<file path="src/rtl/lms_adapt_ctrl_pkg.sv">
// rtl/lms_adapt_ctrl_pkg.sv - shared constants and state encoding for the LMS adaptation sequencer
package lms_ctrl_pkg;

  typedef enum logic [1:0] {
    ST_IDLE  = 2'd0,
    ST_TRAIN = 2'd1,
    ST_TRACK = 2'd2,
    ST_HOLD  = 2'd3
  } state_t;

  localparam int          NB_DATA_DEF   = 16;
  localparam int          NB_CNT_DEF    = 16;
  localparam int          TRAIN_LEN_DEF = 4096;
  localparam int          ALPHA_SH_DEF  = 4;
  localparam int          DIV_CNT_DEF   = 64;

  // Q1.15 step sizes and error-power thresholds
  localparam logic [15:0] MU_TRAIN_DEF  = 16'h0666;
  localparam logic [15:0] MU_TRACK_DEF  = 16'h0148;
  localparam logic [15:0] DIV_THR_DEF   = 16'h4000;
  localparam logic [15:0] CONV_THR_DEF  = 16'h0400;

endpackage

</file>
<file path="src/rtl/lms_adapt_ctrl_err_pow.sv">
// rtl/lms_adapt_ctrl_err_pow.sv - leaky mean of |e| with saturation, updated on valid samples
module err_pow_est #(
  parameter int NB_DATA  = 16,
  parameter int ALPHA_SH = 4
) (
  input  logic               i_clk,
  input  logic               i_rst,
  input  logic               i_valid,
  input  logic [NB_DATA-1:0] i_error,
  output logic [NB_DATA-1:0] o_err_pow
);

  localparam logic [NB_DATA-1:0] P_MAX = {1'b0, {(NB_DATA-1){1'b1}}};

  logic        [NB_DATA:0]   mag_full;
  logic        [NB_DATA-1:0] mag;
  logic signed [NB_DATA+1:0] diff;
  logic signed [NB_DATA+1:0] step;
  logic signed [NB_DATA+1:0] sum;
  logic        [NB_DATA-1:0] pow_nx;

  // Most-negative input has no positive twin in NB_DATA bits, hence the extra bit and clamp
  always_comb begin
    mag_full = i_error[NB_DATA-1] ? (~{i_error[NB_DATA-1], i_error} + 1'b1)
                                  : {i_error[NB_DATA-1], i_error};
    mag      = (mag_full > {1'b0, P_MAX}) ? P_MAX : mag_full[NB_DATA-1:0];
    diff     = $signed({2'b00, mag}) - $signed({2'b00, o_err_pow});
    step     = diff >>> ALPHA_SH;
    sum      = $signed({2'b00, o_err_pow}) + step;
    if (sum < 0)
      pow_nx = '0;
    else if (sum > $signed({2'b00, P_MAX}))
      pow_nx = P_MAX;
    else
      pow_nx = sum[NB_DATA-1:0];
  end

  always_ff @(posedge i_clk) begin
    if (i_rst)
      o_err_pow <= '0;
    else if (i_valid)
      o_err_pow <= pow_nx;
  end

endmodule

</file>
<file path="src/rtl/lms_adapt_ctrl.sv">
// rtl/lms_adapt_ctrl.sv - step-size gear shift, freeze/hold and divergence recovery for a 3-tap LMS
module lms_adapt_ctrl
  import lms_ctrl_pkg::*;
#(
  parameter int                 NB_DATA   = NB_DATA_DEF,
  parameter int                 NB_CNT    = NB_CNT_DEF,
  parameter int                 TRAIN_LEN = TRAIN_LEN_DEF,
  parameter logic [NB_DATA-1:0] MU_TRAIN  = MU_TRAIN_DEF,
  parameter logic [NB_DATA-1:0] MU_TRACK  = MU_TRACK_DEF,
  parameter int                 ALPHA_SH  = ALPHA_SH_DEF,
  parameter logic [NB_DATA-1:0] DIV_THR   = DIV_THR_DEF,
  parameter int                 DIV_CNT   = DIV_CNT_DEF,
  parameter logic [NB_DATA-1:0] CONV_THR  = CONV_THR_DEF
) (
  input  logic               i_clk,
  input  logic               i_rst,
  input  logic               i_start,
  input  logic               i_freeze,
  input  logic               i_valid,
  input  logic [NB_DATA-1:0] i_error,
  output logic [NB_DATA-1:0] o_mu,
  output logic               o_adapt_en,
  output logic               o_coef_clr,
  output logic [1:0]         o_state,
  output logic [NB_DATA-1:0] o_err_pow,
  output logic               o_converged,
  output logic               o_diverged
);

  localparam logic [NB_CNT-1:0] TRAIN_LAST = NB_CNT'(TRAIN_LEN - 1);
  localparam logic [NB_CNT-1:0] DIV_LAST   = NB_CNT'(DIV_CNT - 1);

  state_t              state, state_nx, origin, origin_nx;
  logic [NB_CNT-1:0]   train_cnt, train_nx, div_cnt, div_nx;
  logic [NB_CNT-1:0]   train_inc, div_inc;
  logic                diverged_nx, clr_nx, en_nx;
  logic [NB_DATA-1:0]  mu_nx;

  err_pow_est #(
    .NB_DATA  (NB_DATA),
    .ALPHA_SH (ALPHA_SH)
  ) u_err_pow (
    .i_clk     (i_clk),
    .i_rst     (i_rst),
    .i_valid   (i_valid),
    .i_error   (i_error),
    .o_err_pow (o_err_pow)
  );

  assign train_inc = (&train_cnt) ? train_cnt : train_cnt + 1'b1;
  assign div_inc   = (&div_cnt)   ? div_cnt   : div_cnt + 1'b1;

  // Divergence is judged on the error power held before this sample's update
  always_comb begin
    state_nx    = state;
    origin_nx   = origin;
    train_nx    = train_cnt;
    div_nx      = div_cnt;
    diverged_nx = o_diverged;
    clr_nx      = 1'b0;
    if (i_start) begin
      state_nx    = ST_TRAIN;
      clr_nx      = 1'b1;
      train_nx    = '0;
      div_nx      = '0;
      diverged_nx = 1'b0;
    end else begin
      case (state)
        ST_IDLE: ;
        ST_TRAIN: begin
          if (i_freeze) begin
            state_nx  = ST_HOLD;
            origin_nx = ST_TRAIN;
          end else if (i_valid) begin
            train_nx = train_inc;
            if (train_cnt == TRAIN_LAST) begin
              state_nx = ST_TRACK;
              div_nx   = '0;
            end
          end
        end
        ST_TRACK: begin
          if (i_freeze) begin
            state_nx  = ST_HOLD;
            origin_nx = ST_TRACK;
          end else if (i_valid) begin
            if (o_err_pow > DIV_THR) begin
              div_nx = div_inc;
              if (div_cnt == DIV_LAST) begin
                state_nx    = ST_TRAIN;
                clr_nx      = 1'b1;
                diverged_nx = 1'b1;
                train_nx    = '0;
                div_nx      = '0;
              end
            end else begin
              div_nx = '0;
            end
          end
        end
        ST_HOLD: if (!i_freeze) state_nx = origin;
        default: state_nx = ST_IDLE;
      endcase
    end

    mu_nx = '0;
    en_nx = 1'b0;
    case (state_nx)
      ST_TRAIN: begin mu_nx = MU_TRAIN; en_nx = 1'b1; end
      ST_TRACK: begin mu_nx = MU_TRACK; en_nx = 1'b1; end
      default:  ;
    endcase
  end

  always_ff @(posedge i_clk) begin
    if (i_rst) begin
      state      <= ST_IDLE;
      origin     <= ST_IDLE;
      train_cnt  <= '0;
      div_cnt    <= '0;
      o_mu       <= '0;
      o_adapt_en <= 1'b0;
      o_coef_clr <= 1'b0;
      o_diverged <= 1'b0;
    end else begin
      state      <= state_nx;
      origin     <= origin_nx;
      train_cnt  <= train_nx;
      div_cnt    <= div_nx;
      o_mu       <= mu_nx;
      o_adapt_en <= en_nx;
      o_coef_clr <= clr_nx;
      o_diverged <= diverged_nx;
    end
  end

  assign o_state     = state;
  assign o_converged = (state == ST_TRACK) && (o_err_pow < CONV_THR);

endmodule

</file>
<file path="config.mk">
export PLATFORM = sky130hd
export DESIGN_NAME = lms_adapt_ctrl
export DESIGN_NICKNAME = d
export VERILOG_FILES = /design/src/rtl/lms_adapt_ctrl_pkg.sv /design/src/rtl/lms_adapt_ctrl_err_pow.sv /design/src/rtl/lms_adapt_ctrl.sv
export SDC_FILE = /design/constraint.sdc
export NUM_CORES = 1
export LEC_CHECK = 0
export CAP_MARGIN = 20
export CELL_PAD_IN_SITES_DETAIL_PLACEMENT = 0
export CELL_PAD_IN_SITES_GLOBAL_PLACEMENT = 1
export CORE_AREA = 2 2 138 140
export CTS_BUF_LIST = sky130_fd_sc_hd__clkbuf_8
export DETAILED_ROUTE_END_ITERATION = 16
export DIE_AREA = 0 0 140 142
export GPL_ROUTABILITY_DRIVEN = 1
export HOLD_SLACK_MARGIN = 0.1
export PLACE_DENSITY = 0.53
export SYNTH_ARGS = -nofsm -noshare
export SYNTH_HDL_FRONTEND = slang
export SYNTH_SLANG_ARGS = --single-unit
</file>
<file path="constraint.sdc">
create_clock -name i_clk -period 6.41 [get_ports i_clk]
set_input_delay 1.282 -clock i_clk [delete_from_list [all_inputs] [get_ports i_clk]]
set_output_delay 1.282 -clock i_clk [all_outputs]
set_load 0.01 [all_outputs]
</file>
After elaboration in Yosys (flattened, before gate mapping)
Cells that the tools add are included.
{ "op_classes": {"eq_ne": 18, "add_sub_neg": 5, "order_cmp": 5, "n_reduce_logical": 10, "bitwise": 3, "n_mux": 42} }
{ "op_table": {"columns": ["cell", "count"], "rows": [
  ["$mux 16", 18],
  ["$pmux 16 s2", 2],
  ["$add 16x1->16 const B", 2],
  ["$reduce_and 16->1", 2],
  ["$mux 2", 11],
  ["$pmux 11 s2", 1],
  ["$ne 2x2->1 const B", 10],
  ["$add 17x13->18", 1],
  ["$gt 18x16->1 const B", 1],
  ["$lt 18x1->1 const B", 1],
  ["$add 17x1->17 const B", 1],
  ["$gt 17x15->1 const B", 1],
  ["$mux 17", 1],
  ["$not 17->17", 1],
  ["$sub 16x16->17", 1],
  ["$eq 16x12->1 const B", 1],
  ["$eq 16x6->1 const B", 1],
  ["$gt 16x15->1 const B", 1],
  ["$lt 16x11->1 const B", 1],
  ["$reduce_and 8->1", 1],
  ["$mux 1", 7],
  ["$reduce_and 7->1", 1],
  ["$eq 2x2->1 const B", 3],
  ["$pmux 2 s3", 1],
  ["9 further kinds", 12]
]} }
{ "totals": {"ff_bits": 71, "in_bits": 21, "output_inout_bits": 38, "elab_cells": 92} }

Depth between registers and ports, before layout
Gate-level depths: netlist (run 1).
{ "logic_depth": {"ltp_word": 10, "ltp_mapped": 27, "mapped_depth_nobuf": 25} }

Modules after synthesis
From an unflattened synthesis (run 1), not the netlist that was laid out.
{ "hier_totals": {"hier_cells": 624, "area_unflattened_um2": 4897.2} }
{ "modules_own_cells": {"columns": ["module", "cells_per_inst", "instances", "seq_area_each_um2", "area_each_um2"], "rows": [
  ["err_pow_est", 335, 1, 320.3, 2531.2],
  ["lms_adapt_ctrl", 289, 1, 820.8, 2366.0]
]} }

Least setup slack after synthesis (run 1)
Ideal clock, no wire load.
{ "synth_path": {"path_type": "input to register", "startpoint": "input port i_error[9]", "endpoint": "register u_err_pow.o_err_pow[10]", "setup_slack_ns": 0.277, "required_time_ns": 6.288, "setup_time_ns": 0.122, "stages": 26, "t_arrival_ns": 6.012, "n_path_buf": 2, "path_cell_list": "nor4_1 -> nand4b_2 -> nor3_1 -> nand2_1 -> clkbuf_1 -> nand2_1 -> ha_1 -> a21oi_1 -> o21ai_0 -> a22o_1 -> or2_2 -> o21ai_0 -> nand2b_1 -> a21oi_1 -> xnor2_1 -> ha_1 -> nand2_1 -> o211ai_1 -> nand4_1 -> o22ai_1 -> nand3_1 -> a22o_1 -> xnor2_1 -> o311a_4 -> buf_8 -> a221o_1"} }
{ "synth_between": {"elab_chain_cells": 10, "elab_cells_between_ends": 11, "classes_between": "add/sub: 3; order compare: 3; mux: 4; bitwise: 1"} }
{ "synth_rtl": {"columns": ["item", "line", "rtl"], "rows": [
  ["from (decl)", "lms_adapt_ctrl.sv:20", "input logic [NB_DATA-1:0] i_error,"],
  ["$not 17->17", "lms_adapt_ctrl_err_pow.sv:24", "mag_full = i_error[NB_DATA-1] ? (~{i_error[NB_DATA-1], i_error} + 1'b1)"],
  ["$add 17x1->17", "lms_adapt_ctrl_err_pow.sv:24", null],
  ["$mux 17 *", "lms_adapt_ctrl_err_pow.sv:24", null],
  ["$gt 17x15->1", "lms_adapt_ctrl_err_pow.sv:26", "mag = (mag_full > {1'b0, P_MAX}) ? P_MAX : mag_full[NB_DATA-1:0];"],
  ["$mux 16 *", "lms_adapt_ctrl_err_pow.sv:26", null],
  ["$sub 16x16->17 *", "lms_adapt_ctrl_err_pow.sv:27", "diff = $signed({2'b00, mag}) - $signed({2'b00, o_err_pow});"],
  ["$add 17x13->18 *", "lms_adapt_ctrl_err_pow.sv:29", "sum = $signed({2'b00, o_err_pow}) + step;"],
  ["$gt 18x16->1", "lms_adapt_ctrl_err_pow.sv:32", "else if (sum > $signed({2'b00, P_MAX}))"],
  ["$mux 16", "lms_adapt_ctrl_err_pow.sv:32", null],
  ["$mux 16 *", "lms_adapt_ctrl_err_pow.sv:30", "if (sum < 0)"],
  ["to (signal assigned)", "lms_adapt_ctrl_err_pow.sv:42", "o_err_pow <= pow_nx;"],
  ["to (decl)", "lms_adapt_ctrl_err_pow.sv:10", "output logic [NB_DATA-1:0] o_err_pow"]
]} }
Mark *: on every way between the ends. The rest lies on a longest branch, timed or not.
A chain may end at the register's enable or synchronous reset.

Worst setup path after layout (run 1)
{ "layout_path": {"startpoint": "input port i_error[2]", "endpoint": "register u_err_pow.o_err_pow[0]"} }
Same word-level chain as after synthesis.

==> run_results.csv, run 1 <==
group,metric,value,unit
yosys,yosysTopAreaCellShare,25.3,%
global_routing,track_usage,13.2,%
die,coreArea,0.0185,mm^2
finish,fillers,1952,
sta,fmax,162,MHz
die,die_h,142,um
yosys,synth_area_leader_cell,"dfxtp_1",
status,status,"complete, but fails checks",
finish,layout-drive-gt1-share,22.3,%
worst_hold_path,hp-class,"reg2reg",
clock_tree,cts_made_buffers,9,
finish,n_antenna_cell,0,
critical_path,required,6.63,ns
drt,dr.pass1.iters,11,
finish,regArea,0.00114,mm^2
drt,top_layer,"met4",
drt,wirelength,13.1,mm
yosys,synth_area_per_cell,7.92,um^2
clock_tree,cts-htree-levels,3,
clock_tree,cts_sinks,57,
sta,holdWs,0.491,ns
job,maxCapViolCount,0,
placement,dp.cells,918,
sta,fin_skew,0.00751,ns
clock_tree,clock_path_buffers,2,
critical_path,crit_fanout,8,
finish,nets,774,
status,violations,"DRC",
yosys,ys_seq_elements,57,
critical_path,endpoint_kind,"flip-flop",
critical_path,worstPathArrival,6.40,ns
yosys,synth_edf_count,0,
power_and_ir_drop,vdd_drop_max,0.000115,V
global_routing,grt_max_degree,16,
power_and_ir_drop,power_density,398,mW/mm^2
clock_tree,cts_tree,"done",
die,rows,50,
drt,drtAntennaViolNets,0,
critical_path,max_stage_delay,0.43,ns
yosys,async_reset_ff_share,0,%
placement,hpwl,10.1,mm
sta,finalSetupViolCount,0,
sta,final-max-slew-violation-count,0,
drt,detail_route.wl_per_cell,13.8,um
sta,worst_pin_slew,0.961,ns
clock_tree,cts-root-buf,"clkbuf_8",
sta,relSlewSlack,35.7,%
global_routing,first_global_vias,4336,
sta,post-route-period-util,96.5,%
yosys,ys_types,61,
placement,placement.io_buffers,50,
drt,vias,4404,
die,fp.dieW,140,um
placement,gp_congestion,0.791,
yosys,yosysWarningCount,0,
global_routing,grt_antenna_before_repair,0,
global_routing,overflow,0,
drt,drc,3,
power_and_ir_drop,p_leak,0.00273,uW
critical_path,startpoint_type,"input port",
drt,drtIter0Drc,144,
finish,areaGrowthSynthToFinish,41.4,%
finish,fin_area,0.00637,mm^2
critical_path,crit_family,"simple AND/OR/NAND/NOR gates",
yosys,synthTopCellsByArea,"dfxtp_1 (25%), ha_1 (12%), xor2_1 (6.6%)",
drt,m1WireLength,5.93,mm
global_routing,grt_pass1_wl,21.5,mm
clock_tree,clk_latency,0.33,ns
yosys,syn_inst,569,
yosys,ys.flop_type,"dfxtp_1",
sta,finalHoldViolCount,0,
sta,rsz0062_at_grt,"no",
yosys,yosysSeqAreaShare,25.3,%
finish,stdcell_count,946,
critical_path,crit_type,"in2reg",
die,io_pins,59,
die,initial_core_util,24.4,%
sta,min_period,6.18,ns
clock_tree,clk_pin_slew_worst_paths,0.06,ns
yosys,synth_area,0.00450,mm^2
finish,multiInputGateArea,0.00333,mm^2
critical_path,crit_slowest_cell,"or4_4",
clock_tree,postCtsHoldBufs,0,
critical_path,critPathBufInv,2,
drt,vias_per_cell,4.66,
drt,wl_met3,366,um
die,die_area,0.0199,mm^2
placement,placed_cell_area,0.00580,mm^2
drt,wl_met2,6.54,mm
critical_path,path_cells,"dlymetal6s2s_1 > nor4_4 > nor2b_4 > nand2_1 > or4_4 > or3_4 > or3_1 > o21ai_0 > o21ai_0 > ha_1 > nand4_1 > nor2_1 > a41oi_2 > nand3_1 > xor2_1 > ha_1 > buf_4 > a21o_1 > a211oi_2 > and2_1 > a22o_1 > xnor2_2 > o311a_4 > a221o_1",
tightest hold or removal path: stages (launching register included):
cell,delay [ns]
dfxtp_1,0.32
inv_1,0.06
a211oi_1,0.06
per-stage QoR:
| stage | utilization (%) | TNS, ns | worst slack, ns | power [uW] |
|---|---|---|---|---|
| finish | 34.5 | 0 | 0.225 | 2540 |
| global route | 34.5 | 0 | 0.0000435 | 2760 |
| CTS | 33.1 | 0 | 0.0125 | 2420 |
| detailed placement | 31.4 | -6.11 | -0.422 | 1980 |
| global placement | 31.4 | -4.75 | -0.318 | 1970 |
| floorplan | - | 0 | 0.277 | 1330 |
final timing paths:
| kind | start | end | slack, ns | cells past startpoint |
|---|---|---|---|---|
| min reg2reg | origin[0] | origin[0] | 0.49 | 2 |
| min | origin[0] | origin[0] | 0.49 | 2 |
| max reg2reg | u_err_pow.o_err_pow[1] | u_err_pow.o_err_pow[0] | 2.02 | 21 |
| max | i_error[2] | u_err_pow.o_err_pow[0] | 0.23 | 24 |
registers in the layout, indices dropped and copies added, names as in the netlist:
| register | flops |
|---|---|
| div_cnt | 16 |
| o_coef_clr | 1 |
| o_diverged | 1 |
| o_mu | 3 |
| o_state | 2 |
| origin | 2 |
| train_cnt | 16 |
| u_err_pow.o_err_pow | 16 |
kinds of logic after synthesis:
group	after synthesis	synth area share [%]
and+or+nand+nor	222	24.1
AOI/OAI and AO/OA	122	18.9
xor gates and xnor gates	60	11.7
buffers and inverters	60	6.44
DFF	57	25.3
adders and majority gates	45	12.7
muxes	2	0.750
other	1	0.0833
power breakdown:
group | switching, uW | total (uW) | internal (uW) | leakage [uW]
sequential | 76.4 | 472 | 396 | 0.000464
clock | 134 | 381 | 247 | 0.000120
combinational | 803 | 1680 | 881 | 0.00214
total | 1010 | 2540 | 1520 | 0.00273
final cells by class:
type,count,area share (%)
clock buffer,12,2.59
sequential,57,17.9
multi-input combinational,461,52.3
clock inverter,3,1.00
inverter,34,2.00
tap,234,4.60
timing repair buffer,145,19.6
cells in the final DEF, fill, tap and decap left out, types with 10 or more instances in the layout:
| cell | count |
|---|---|
| clkdlybuf4s50_1 | 42 |
| a221o_1 | 17 |
| xnor2_1 | 24 |
| nand2_1 | 48 |
| o21ai_0 | 15 |
| nand4_1 | 12 |
| nor2_1 | 78 |
| buf_4 | 94 |
| dfxtp_1 | 57 |
| clkbuf_8 | 12 |
| xor2_1 | 33 |
| inv_1 | 33 |
| nand3_1 | 17 |
| ha_1 | 41 |
| a21oi_1 | 27 |
| nor3_1 | 10 |
layer usage:
layer / up-vias / GRT usage [%]
met2: 65 / 24.2
met5: - / 0
met3: 20 / 2.12
met4: 0 / 3.67
li1: 2269 / -
met1: 2050 / 16.1
cells in the mapped netlist, types with 3 or more instances:
cell type and number:
o211ai_1 3, nor2b_1 7, a21o_1 7, nand2b_1 3, and2_1 3, dfxtp_1 57, xor2_1 34, a31oi_1 3
clkbuf_1 10, xnor2_1 26, nand3_1 18, o21ai_0 23, inv_1 34, buf_4 14, nor2_1 79, nand2_1 51
a221o_1 17, ha_1 44, and3_1 9, and4_1 6, or3_1 3, nor3_1 11, nand4_1 12, nor4_1 7
a21oi_1 36, o21bai_1 3, a211oi_1 5, or2_2 3, o21ai_1 3
timing repair:
action / 4_1_cts / 5_1_grt
gates cloned: 1 / 0
pin swaps: 3 / 29
buffers inserted: 1 / 10
endpoints found under the setup margin: 15 / 15
gates resized for setup: 11 / 46
Power figures use the tool's default switching activity.
==> run 2, diff against run 1 <==
--- a/config.mk
+++ b/config.mk
@@ -15,4 +15,5 @@
 export GPL_ROUTABILITY_DRIVEN = 1
+export GPL_TIMING_DRIVEN = 0
 export HOLD_SLACK_MARGIN = 0.1
-export PLACE_DENSITY = 0.53
+export PLACE_DENSITY = 0.51
 export SYNTH_ARGS = -nofsm -noshare
==> constraint.sdc (replaced) <==
create_clock -name i_clk -period 7.7 [get_ports i_clk]
set_input_delay 1.925 -clock i_clk [delete_from_list [all_inputs] [get_ports i_clk]]
set_output_delay 1.925 -clock i_clk [all_outputs]
set_load 0.01 [all_outputs]
==> run 2 against run 1 <==
  * Final area shrank 10%
  * Sequential share of layout area grew 2.1 points
  * Worst hold slack worse by 0.017 ns
  * Power down 32%
  * Clock skew hardly changed
  * Critical endpoint is now u_err_pow.o_err_pow[8]
  * Die area unchanged
  * The run still ends with DRC left
  * Cell count is 6.6% lower
==> run_results.csv, run 2 (synthesis results as in run 1) <==
group,metric,value,unit
status,status,"complete, but fails checks",
status,violations,"DRC",
global_routing,first_global_vias,4026,
drt,m1WireLength,5.99,mm
clock_tree,clk_pin_slew_worst_paths,0.07,ns
critical_path,ff2ff_setup_slack,2.85,ns
drt,detail_route.wl_per_cell,14.2,um
critical_path,startpoint_type,"input port",
worst_hold_path,whs_path_depth,2,
critical_path,reg2regPathDepth,21,
drt,vias_per_cell,4.63,
drt,drtIter0Drc,163,
finish,reg_top3,"div_cnt (16), train_cnt (16), u_err_pow.o_err_pow (16)",
clock_tree,cts-root-buf,"clkbuf_8",
finish,final_common_cell,"nor2_1",
placement,gp_congestion,0.744,
finish,areaGrowthSynthToFinish,26.8,%
drt,vias,4096,
global_routing,grt_pass1_wl,20.1,mm
power_and_ir_drop,p_total,1730,uW
sta,holdWs,0.474,ns
finish,n_antenna_cell,0,
sta,post-route-period-util,95.3,%
clock_tree,postCtsHoldBufs,0,
die,coreArea,0.0185,mm^2
sta,finalHoldViolCount,0,
critical_path,crit_type,"in2reg",
die,rows,50,
critical_path,endpoint_kind,"flip-flop",
finish,fillers,2002,
power_and_ir_drop,p_leak,0.00234,uW
drt,wl_met3,482,um
drt,wl_met2,5.94,mm
clock_tree,clock_path_buffers,2,
drt,drc,5,
sta,final-max-slew-violation-count,0,
die,initial_core_util,24.4,%
global_routing,grt_antenna_before_repair,0,
sta,fin_skew,0.00756,ns
finish,mostFrequentLayoutCells,"nor2_1 (79), dfxtp_1 (57), nand2_1 (51)",
placement,placement.io_buffers,50,
clock_tree,cts_tree,"done",
sta,relSlewSlack,53.3,%
drt,top_layer,"met4",
finish,nets,711,
global_routing,grt_max_degree,11,
clock_tree,cts_made_buffers,9,
sta,min_period,7.34,ns
critical_path,required,7.94,ns
power_and_ir_drop,power_density,303,mW/mm^2
critical_path,crit_fanout,10,
sta,fmax,136,MHz
critical_path,crit_family,"compound AO/OA/AOI/OAI gates",
die,die_h,142,um
global_routing,track_usage,12.6,%
clock_tree,cts-htree-levels,3,
clock_tree,cts_sinks,57,
worst_hold_path,hp-class,"reg2reg",
global_routing,overflow,0,
die,fp.dieW,140,um
job,maxCapViolCount,0,
power_and_ir_drop,vdd_drop_max,0.000107,V
drt,wirelength,12.6,mm
drt,dr.pass1.iters,12,
placement,hpwl,9.68,mm
critical_path,crit_cells,27,
critical_path,worstPathArrival,7.58,ns
die,die_area,0.0199,mm^2
clock_tree,clk_latency,0.35,ns
drt,drtAntennaViolNets,0,
critical_path,crit_top_cell,"nand2_1",
critical_path,critPathBufInv,3,
finish,layout-drive-gt1-share,10.2,%
die,io_pins,59,
critical_path,crit_slowest_cell,"clkdlybuf4s50_1",
sta,finalSetupViolCount,0,
critical_path,max_stage_delay,0.48,ns
sta,worst_pin_slew,0.693,ns
[run 2: cell types whose count changed in the layout (fill, tap and decap cells not counted), sizes merged, moves of 2 or more]
| cell | delta |
|---|---|
| clkdlybuf4s50 | +2 |
| clkbuf | +8 |
| dlymetal6s2s | -2 |
| clkinv | +2 |
| buf | -71 |
[run 2: routing by layer]
metal	GRT usage, %	vias to the layer above
met3	3.23	13
met1	15.7	1874
met5	0	-
li1	-	2149
met2	22.0	60
met4	3.14	0
[run 2: repair_timing]
item | in CTS | in global routing
setup endpoints to repair | 15 | 15
resized for setup | 5 | 27
pin swaps | 1 | 9
setup buffers | 2 | 5
[run 2: power breakdown]
group	total, uW	switching, uW	leakage [uW]	internal (uW)
clock	299	133	0.000107	166
sequential	385	55.9	0.000464	329
combinational	1050	558	0.00177	490
[run 2: layout make-up]
type / count / area, um^2 / area share [%]
well taps: 234 / 293 / 5.13
clock buffers: 11 / 151 / 2.65
clock inverters: 5 / 55.1 / 0.964
flip-flops and latches: 57 / 1140 / 20.0
plain buffers: 26 / 166 / 2.91
multi-input cells: 460 / 3210 / 56.2
inverters: 34 / 128 / 2.23
repair buffers: 57 / 568 / 9.95
[run 2: final timing paths]
path,from,end
setup reg to reg,u_err_pow.o_err_pow[2],u_err_pow.o_err_pow[8]
setup / recovery,i_error[0],u_err_pow.o_err_pow[8]
hold reg to reg,o_diverged,o_diverged
hold / removal,o_diverged,o_diverged
[run 2: per-stage QoR]
step	util, %	worst slack, ns	instance area, um^2	cells	setup TNS [ns]
floorplan	-	0.924	4530	577	0
global placement	28.9	-0.803	5330	861	-11.28
detailed placement	28.9	-0.832	5330	861	-11.69
CTS	30.2	0.0563	5570	879	0
global route	30.9	-0.0365	5710	884	-0.196
finish	30.9	0.360	5710	884	0
[run 2: worst reg2reg max path, stage by stage (launching register included)]
cell and delay [ns]:
dfxtp_1 0.45, inv_1 0.08, ha_1 0.34, a21oi_1 0.14
o21ai_0 0.12, a22o_1 0.24, or2_2 0.33, o21ai_0 0.15
nand2b_1 0.12, a21oi_2 0.16, xnor2_1 0.08, ha_1 0.33
nand2_1 0.09, o211ai_1 0.28, nand4_1 0.23, o22ai_2 0.22
nand3_1 0.15, a22o_1 0.27, xnor2_1 0.14, o311a_4 0.41
buf_8 0.16, a221o_1 0.26
